--- src/rtl/uart_tx_drain.sv ---
// rtl/uart_tx_drain.sv - drains FIFO words onto a UART line: start, LSB-first data, stop.
// Define UART_TX_DRAIN_PARITY_EN to insert an even-parity bit before the stop bit.
module uart_tx_drain #(
  parameter int DATA_WIDTH   = 8,
  parameter int CLKS_PER_BIT = 16
) (
  input  logic                  i_Clock,
  input  logic                  i_Reset,
  input  logic                  i_Enable,
  input  logic                  i_FifoCanRead,
  output logic                  o_FifoRdEnable,
  input  logic [DATA_WIDTH-1:0] i_FifoRdData,
  output logic                  o_Tx,
  output logic                  o_Busy,
  output logic                  o_Done
);

  localparam int BAUD_W = $clog2(CLKS_PER_BIT);
  localparam int BIT_W  = $clog2(DATA_WIDTH + 1);
  localparam logic [BAUD_W-1:0] BAUD_LAST = BAUD_W'(CLKS_PER_BIT - 1);
  localparam logic [BIT_W-1:0]  BIT_LAST  = BIT_W'(DATA_WIDTH - 1);

  typedef enum logic [2:0] {
    ST_IDLE  = 3'd0,
    ST_FETCH = 3'd1,
    ST_LOAD  = 3'd2,
    ST_START = 3'd3,
    ST_DATA  = 3'd4,
    ST_STOP  = 3'd6
`ifdef UART_TX_DRAIN_PARITY_EN
    , ST_PARITY = 3'd5
`endif
  } state_t;

  state_t                state_q, state_d;
  logic [BAUD_W-1:0]     baud_q, baud_d;
  logic [BIT_W-1:0]      bit_q, bit_d;
  logic [DATA_WIDTH-1:0] shift_q, shift_d;
`ifdef UART_TX_DRAIN_PARITY_EN
  logic                  parity_q, parity_d;
`endif
  logic                  baud_last;

  assign baud_last = (baud_q == BAUD_LAST);

  always_ff @(posedge i_Clock) begin
    if (i_Reset) begin
      state_q  <= ST_IDLE;
      baud_q   <= '0;
      bit_q    <= '0;
      shift_q  <= '0;
`ifdef UART_TX_DRAIN_PARITY_EN
      parity_q <= 1'b0;
`endif
    end else begin
      state_q  <= state_d;
      baud_q   <= baud_d;
      bit_q    <= bit_d;
      shift_q  <= shift_d;
`ifdef UART_TX_DRAIN_PARITY_EN
      parity_q <= parity_d;
`endif
    end
  end

  always_comb begin
    state_d = state_q;
    case (state_q)
      ST_IDLE:  if (i_Enable && i_FifoCanRead) state_d = ST_FETCH;
      ST_FETCH: state_d = ST_LOAD;
      ST_LOAD:  state_d = ST_START;
      ST_START: if (baud_last) state_d = ST_DATA;
      ST_DATA: begin
        if (baud_last && (bit_q == BIT_LAST)) begin
`ifdef UART_TX_DRAIN_PARITY_EN
          state_d = ST_PARITY;
`else
          state_d = ST_STOP;
`endif
        end
      end
`ifdef UART_TX_DRAIN_PARITY_EN
      ST_PARITY: if (baud_last) state_d = ST_STOP;
`endif
      ST_STOP:  if (baud_last) state_d = ST_IDLE;
      default:  state_d = ST_IDLE;
    endcase
  end

  // Baud counter restarts on every state entry and on every bit boundary.
  always_comb begin
    shift_d = shift_q;
    bit_d   = bit_q;
`ifdef UART_TX_DRAIN_PARITY_EN
    parity_d = parity_q;
`endif
    if (state_q == ST_IDLE || state_d != state_q || baud_last) baud_d = '0;
    else baud_d = baud_q + 1'b1;
    if (state_q == ST_LOAD) begin
      shift_d = i_FifoRdData;
      bit_d   = '0;
`ifdef UART_TX_DRAIN_PARITY_EN
      parity_d = 1'b0;
`endif
    end else if (state_q == ST_DATA && baud_last) begin
      shift_d = shift_q >> 1;
      bit_d   = (bit_q == BIT_LAST) ? '0 : bit_q + 1'b1;
`ifdef UART_TX_DRAIN_PARITY_EN
      parity_d = parity_q ^ shift_q[0];
`endif
    end
  end

  always_comb begin
    o_Tx           = 1'b1;
    o_FifoRdEnable = 1'b0;
    o_Done         = 1'b0;
    o_Busy         = (state_q != ST_IDLE);
    case (state_q)
      ST_FETCH:  o_FifoRdEnable = 1'b1;
      ST_START:  o_Tx = 1'b0;
      ST_DATA:   o_Tx = shift_q[0];
`ifdef UART_TX_DRAIN_PARITY_EN
      ST_PARITY: o_Tx = parity_q;
`endif
      ST_STOP:   o_Done = baud_last;
      default:   o_Tx = 1'b1;
    endcase
  end

endmodule
--- config.mk ---
export PLATFORM = sky130hd
export DESIGN_NAME = uart_tx_drain
export DESIGN_NICKNAME = d
export VERILOG_FILES = /design/src/rtl/uart_tx_drain.sv
export SDC_FILE = /design/constraint.sdc
export NUM_CORES = 1
export LEC_CHECK = 0
export CAP_MARGIN = 10
export CELL_PAD_IN_SITES_DETAIL_PLACEMENT = 1
export CELL_PAD_IN_SITES_GLOBAL_PLACEMENT = 1
export CORE_UTILIZATION = 38
export DETAILED_ROUTE_END_ITERATION = 16
export GPL_ROUTABILITY_DRIVEN = 0
export GPL_TIMING_DRIVEN = 0
export PLACE_DENSITY_LB_ADDON = 0.1
export SLEW_MARGIN = 20
export SYNTH_ARGS = -nofsm -noshare
export SYNTH_HDL_FRONTEND = slang
export SYNTH_SLANG_ARGS = --single-unit
--- constraint.sdc ---
create_clock -name i_Clock -period 1.72 [get_ports i_Clock]
set_input_delay 0.344 -clock i_Clock [delete_from_list [all_inputs] [get_ports i_Clock]]
set_output_delay 0.344 -clock i_Clock [all_outputs]
set_load 0.01 [all_outputs]
# ---- Yosys cells after proc, flatten, opt, wreduce, memory -nomap -nowiden
# Cells that the tools add are included.
dict set report word_totals {
  register_bits 19
  latch_bits 0
  mem_count 0
  word_cells 35
  out_inout_bits 4
  ram_bits 0
  inputBits 12
  rom_bits 0
}
dict set report classes {
  order_cmp 0
  n_addsub 2
  n_eq_ne 8
  multipliers 0
  mux 11
  div 0
  n_bitwise 0
  n_reduce_logical 10
  shifts 0
}
# cell count
set ops {}
lappend ops {{one-hot mux 3 bit (6 select lines)} 1}
lappend ops {{two-way mux 8 bit} 2}
lappend ops {{two-way mux 3 bit} 4}
lappend ops {{adder 4 x 1 -> 4 bit (second input constant)} 2}
lappend ops {{== test 3 x 2 -> 1 bit (second input constant)} 2}
lappend ops {{== test 3 bit (second input constant)} 2}
lappend ops {{== test 4 x 3 -> 1 bit (second input constant)} 1}
lappend ops {{== test 4 bit (second input constant)} 1}
lappend ops {{two-way mux 4 bit} 1}
lappend ops {{OR reduction 2 bit} 2}
lappend ops {{== test 3 x 1 -> 1 bit (second input constant)} 1}
lappend ops {{logical AND 1 bit} 3}
lappend ops {{logical NOT 3 bit} 1}
lappend ops {{inequality test 3 bit} 1}
lappend ops {{nonzero test 3 bit} 1}
lappend ops {{logical OR 1 bit} 2}
lappend ops {{two-way mux 1 bit} 2}
lappend ops {{one-hot mux 1 bit (2 select lines)} 1}
lappend ops {{nonzero test 2 bit} 1}

# ---- Longest topological paths before layout
# Gate-level depths: netlist of the first run.
dict set report logic_depth {
  word_depth 8
  mapped_depth 5
  depth_no_buf 4
}

# ---- Worst setup path after synthesis of the first run
# Ideal clock, no wire load.
dict set report synth_timing {
  path_kind {register -> register}
  start {register baud_q[0]}
  end {register shift_q[5]}
  arrival_time_ns 1.298
  path_stages_with_launch 6
  setup_ns 0.114
  setup_slack_ns 0.307
  required_ns 1.606
  path_cell_list {dfxtp_1 ha_1 nand3_1 clkbuf_1 nor3_1 a2111oi_0}
}
dict set report synth_via {
  elab_chain_len 3
}
# item line_no
set synth_rtl {}
lappend synth_rtl {{start, declared} 36} ;# logic [BAUD_W-1:0] baud_q, baud_d;
lappend synth_rtl {{start signal, assigned} 57} ;# baud_q <= baud_d;
lappend synth_rtl {{== test 4 bit} 44} ;# assign baud_last = (baud_q == BAUD_LAST);
lappend synth_rtl {{logical AND 1 bit} 105} ;# end else if (state_q == ST_DATA && baud_last) begin
lappend synth_rtl {{nonzero test 2 bit (no source line)} --}
lappend synth_rtl {{end signal, assigned} 59} ;# shift_q <= shift_d;
lappend synth_rtl {{end, declared} 38} ;# logic [DATA_WIDTH-1:0] shift_q, shift_d;
# No other way between the ends.
# A chain may end at the register's enable or synchronous reset.

# ---- Worst setup path after layout of the first run
dict set report layout_timing {
  start {register state_q[1]}
  end {output port o_FifoRdEnable}
}
dict set report layout_via {
  elab_chain_len 2
}
# item line_no
set layout_rtl {}
lappend layout_rtl {{start, declared} 35} ;# state_t state_q, state_d;
lappend layout_rtl {{start signal, assigned} 56} ;# state_q <= state_d;
lappend layout_rtl {{== test 3 x 1 -> 1 bit} 119} ;# case (state_q)
lappend layout_rtl {{two-way mux 1 bit} 119}
lappend layout_rtl {{end, declared} 11} ;# output logic o_FifoRdEnable,
# No other way between the ends.

==> run summary, run 1 <==
status - completed
filler-free cell count of the finished design - 164
final setup fails - 0
Diodes inserted - 0
worst-margin pin slew - 518.0 ps
leak pwr - 0.0004655 µW
CTS Sinks - 19
# rows - 17
CTS max path bufs - 2
Die Wd - 52.19 µm
synthesized-area fraction occupied by adder cells - 0.02614
Max Cap Viol - 0
GRT overflow - 0
vias in the first global route - 958
clock root buffer - clkbuf_4
largest net degree at the start of global routing - 11
CP Max Fanout - 10
CTS clock-pin slew for the worst setup and hold paths - 120 ps
DRC viols - 0
Design Area, Final - 0.001245 mm²
fin crit period - 1674 ps
Post-Synthesis Cells - 113
Peak Freq - 597.2 MHz
initial antenna violation count - 0
routed wire length - 2652 µm
CTS buffer count - 3
H-tree depth - 1
Starting Density - 0.4167
Area contributors post-synth - dfxtp_1 (40%), nor2_1 (5.9%), a2111oi_0 (5.5%)
Routed Antenna Nets - 0
crit path kind - flip-flop to primary output
post-DP HPWL - 1775 µm
predominant post-synthesis flop cell - dfxtp_1
reg2reg start - state_q[0]$_SDFF_PP0_
Power Dens Cells - 836.9 mW/mm²
Compound-Gate Fraction of Synth Area - 0.1634
clock latency on the worst-skew pair - 310 ps
startpoint types - flip-flop
Total Power - 1042 µW
Synthesis Warnings - 0
first-pass GRT wire length - 4616 µm
DRT Pass-1 Iters - 4
Unique masters post-synth - 35
multiplexer share of the synthesized area - 0.02092
Period Utilization, post-route - 0.9735
cts-stage hold buffer count - 0
final hold vios - 0
sequential area share after synthesis - 0.3974
share of the synthesized area in the top cell type - 0.3974
post-layout net count - 151
Mapped Area - 957.2 µm²
TritonCTS clock tree - done
Tot GR Track Use - 0.2310
number of top-level pins - 16
First DRT Iteration DRCs - 11
Syn-to-layout area delta - 30.06%
HP Start - shift_q[7]$_SDFFE_PP0P_
syn_area_per_cell - 8.471 µm²
Area after DPL - 0.001142 mm²
worst path arrival time - 1330 ps
most common cell after layout, fill and taps aside - nor2_1
share of layout cells above drive strength 1 - 0.2059
XOR/XNOR share of the synthesized area - 0.01830
Die ar. - 0.002724 mm²
drt wl/cell - 16.17 µm
DR vias - 937
crit path from - state_q[1]$_SDFF_PP0_
Peak VDD IR - 0.4599 mV
most frequent cells in the layout - nor2_1 (15), dfxtp_1 (14), clkdlybuf4s50_1 (11), nand3_1 (10), nor3_1 (7)
Final Slew Violations - 0
Syn Nets - 127
HP Class - flip-flop to flip-flop
clk_skew - 5.066 ps
slew margin rel. - 0.6547
vias per cell - 5.713
largest family of logic cells by synthesized area - simple AND/OR/NAND/NOR gates
die height - 52.19 µm
dominant cell type by area after synthesis - dfxtp_1
number of buffers added on ports - 15
dpl cells - 156
Seq cells post-synth - 19
area of the core - 0.002297 mm²
EDFF count, synth - 0
Critical Path RT - 1380 ps
Post-synth ARST share - 0
setup tns final - 0 ps
Simple-Gate Fraction of Synth Area - 0.3320
Critical Path Sink Type - primary output
## through the flow
stage	worst slack [ps]	util	hold slack (ps)
floorplan	307.2	-	428.1
global placement	-220.3	0.4973	440.4
detailed placement	-263.3	0.4973	450.9
CTS	26.62	0.5398	506.4
global route	-2.560	0.5419	522.1
finish	45.56	0.5419	501.7
## cells by family (layout without fill, tap and decap cells)
group           after synthesis  in the layout
flops                        19             19
simple gates                 57             57
buf+inv                       9             32
compound gates               22             22
xor+xnor                      2              2
mux                           2              2
fa+ha+maj                     2              2
## cell type report
class	instances	area, µm²
Sequential cell	19	389.1
Multi-Input combinational cell	85	568.0
Fill cell	281	1052
Inverter	1	3.754
Buffer	7	51.30
Timing Repair Buffer	20	171.4
Clock buffer	4	26.28
Tap cell	28	35.03
## flip-flops by register name, summed over array words and instances, names as in the netlist
name / count
shift_q: 8
bit_q: 4
state_q: 3
baud_q: 4
## routing by layer
layer | share of wire | GRT usage | up-vias
li1 | - | - | 467
met1 | 0.51 | 0.3114 | 456
met2 | 0.46 | 0.3803 | 11
met3 | 0.015 | 0.02609 | 3
met4 | 0.011 | 0.07895 | 0
met5 | 0 | 0 | -
## repair_timing
item | 4_1_cts | 5_1_grt
setup endpoints to repair | 7 | 9
resized for setup | 30 | 7
pin swaps | 0 | 2
buffers inserted | 4 | 1
## cells in the mapped netlist (2+ instances only)
cell type / instances
a21oi_1: 6
nor2_1: 15
or4_1: 2
and3_1: 3
nand2_1: 4
nand2b_1: 2
nor3b_1: 2
ha_1: 2
clkbuf_1: 5
a2111oi_0: 6
o21ai_0: 3
nor3_1: 8
mux2i_1: 2
nor3b_2: 2
nand4b_1: 2
dfxtp_1: 19
nand3_1: 10
or3_1: 2
buf_2: 2
## critical path: stages, from the launching register on
cell           delay (ps)
dfxtp_2               370
clkbuf_4              190
nor3b_1               170
dlygate4sd2_1         290
## path summary, 6_finish.rpt
check                       endpoint  cells after the start  slack (ps)
max                   o_FifoRdEnable                      3          50
min          shift_q[7]$_SDFFE_PP0P_                      2         500
max reg2reg    bit_q[0]$_SDFFE_PP0P_                      4         100
min reg2reg  shift_q[7]$_SDFFE_PP0P_                      2         500
## report_power, final
group	internal (µW)	total [µW]	switching, µW	leakage (µW)
clock	90.6	240	150	0.0000150
combinational	140	278	137	0.000293
sequential	490	524	33.1	0.000157
Power figures use the tool's default switching activity.
==> inputs of run 2 (changes only) <==
--- a/config.mk
+++ b/config.mk
@@ -8,11 +8,12 @@
 export CAP_MARGIN = 10
 export CELL_PAD_IN_SITES_DETAIL_PLACEMENT = 1
 export CELL_PAD_IN_SITES_GLOBAL_PLACEMENT = 1
-export CORE_UTILIZATION = 38
+export CORE_UTILIZATION = 41
 export DETAILED_ROUTE_END_ITERATION = 16
 export GPL_ROUTABILITY_DRIVEN = 0
 export GPL_TIMING_DRIVEN = 0
 export PLACE_DENSITY_LB_ADDON = 0.1
+export REMOVE_ABC_BUFFERS = 1
 export SLEW_MARGIN = 20
 export SYNTH_ARGS = -nofsm -noshare
 export SYNTH_HDL_FRONTEND = slang
==> constraint.sdc (replaced) <==
create_clock -name i_Clock -period 2.1 [get_ports i_Clock]
set_input_delay 0.42 -clock i_Clock [delete_from_list [all_inputs] [get_ports i_Clock]]
set_output_delay 0.42 -clock i_Clock [all_outputs]
set_load 0.01 [all_outputs]
==> run summary, run 2 (same netlist as run 1, synthesis figures left out) <==
CTS clock-pin slew for the worst setup and hold paths - 120 ps
initial antenna violation count - 0
startpoint types - flip-flop
Filler cells - 271
DRT Pass-1 Iters - 4
worst-margin pin slew - 617.5 ps
number of top-level pins - 16
Period Utilization, post-route - 0.9696
largest net degree at the start of global routing - 17
Design Area, Final - 0.001155 mm²
Syn-to-layout area delta - 20.65%
first-pass GRT wire length - 3788 µm
Tot GR Track Use - 0.1989
Critical Path Sink Type - primary output
post-DP HPWL - 1578 µm
status - completed
vias per cell - 5.778
Largest Register - shift_q
Switching Fraction - 0.3034
CTS Sinks - 19
final setup fails - 0
share of layout cells above drive strength 1 - 0.1120
unrepaired setup endpoints after global routing - no
DRC viols - 0
CTS buffer count - 3
Power Dens Cells - 709.8 mW/mm²
Starting Density - 0.4327
HP Class - flip-flop to flip-flop
# rows - 17
drt wl/cell - 15.29 µm
clock root buffer - clkbuf_4
max reg flops - 8
number of buffers added on ports - 15
clk_skew - 11.18 ps
die height - 50.32 µm
Peak Freq - 491.1 MHz
clock latency on the worst-skew pair - 300 ps
slew margin rel. - 0.5872
Int Pwr - 571.0 µW
Area after DPL - 0.001106 mm²
Peak VDD IR - 0.4058 mV
Switching Power - 248.7 µW
Final Slew Violations - 0
Hold Path Depth - 1
Diodes inserted - 0
CTS max path bufs - 2
TritonCTS clock tree - done
Hold WS - 449.4 ps
Die Wd - 50.32 µm
most frequent cells in the layout - nor2_1 (15), dfxtp_1 (15), clkdlybuf4s50_1 (14), nand3_1 (10), nor3_1 (8)
post-layout net count - 140
crit path kind - flip-flop to primary output
vias in the first global route - 845
Worst R2R Path Depth - 4
area of the core - 0.002212 mm²
Critical Path RT - 1680 ps
GRT overflow - 0
share of power burned in registers - 0.551
leak pwr - 0.0004178 µW
routed wire length - 2340 µm
final hold vios - 0
clock share of power - 0.229
fin crit period - 2036 ps
DR vias - 884
Routed Antenna Nets - 0
biggest regs - shift_q: 8 flops, baud_q: 4 flops, bit_q: 4 flops
Die ar. - 0.002532 mm²
H-tree depth - 1
Gate power share - 0.221
Max Cap Viol - 0
CP Max Fanout - 16
First DRT Iteration DRCs - 13
worst path arrival time - 1620 ps
run 2: what timing repair did:
item                       in CTS  in global routing
setup endpoints to repair       3                  1
hold buffers                    0                  0
resized for setup               8                  1
buffers inserted                1                  0
run 2: critical path: stages (launching register included):
cell             delay, ps
dfxtp_4                410
nand2b_1               170
o31a_1                 250
clkdlybuf4s50_1        480
run 2: path summary, 6_finish.rpt:
path | slack (ps) | start | to
hold / removal | 450 | baud_q[0]$_SDFF_PP0_ | baud_q[0]$_SDFF_PP0_
setup / recovery | 60 | state_q[1]$_SDFF_PP0_ | o_Tx
setup reg to reg | 250 | baud_q[1]$_SDFF_PP0_ | bit_q[0]$_SDFFE_PP0P_
hold reg to reg | 450 | baud_q[0]$_SDFF_PP0_ | baud_q[0]$_SDFF_PP0_
run 2: layer usage:
layer	track usage	vias to the layer above	wire length, µm
met1	0.2421	426	1120
li1	-	442	-
met5	0	-	0
met2	0.3444	14	1148
met3	0.03030	2	53
met4	0.08333	0	17
run 2: per-stage QoR:
step | total power, µW | std cells | setup WS (ps) | utilization | setup TNS, ps
floorplan | 552.4 | 105 | 492.9 | - | 0
global placement | 623.9 | 148 | 42.68 | 0.5000 | 0
detailed placement | 635.7 | 148 | -44.15 | 0.5000 | -44.15
CTS | 826.3 | 153 | 38.74 | 0.5209 | 0
global route | 867.5 | 153 | 16.02 | 0.5221 | 0
finish | 819.7 | 153 | 63.80 | 0.5221 | 0
run 2: final cells by class:
type | count | area [µm²] | area share
clock buffer | 3 | 22.52 | 0.01950
multi-input combinational | 85 | 544.3 | 0.4713
sequential | 19 | 387.9 | 0.3359
clock inverter | 1 | 5.005 | 0.004334
timing repair buffer | 16 | 156.4 | 0.1354
inverter | 1 | 3.754 | 0.003250
tap | 28 | 35.03 | 0.03034
run 2: power by group through the flow:
stage	sequential, µW	combinational [µW]	clock [µW]
6_report	451	181	187
5_1_grt	458	199	211
4_1_cts	448	183	195
3_5_place_dp	454	182	0
3_3_place_gp	450	173	0
2_1_floorplan	441	111	0
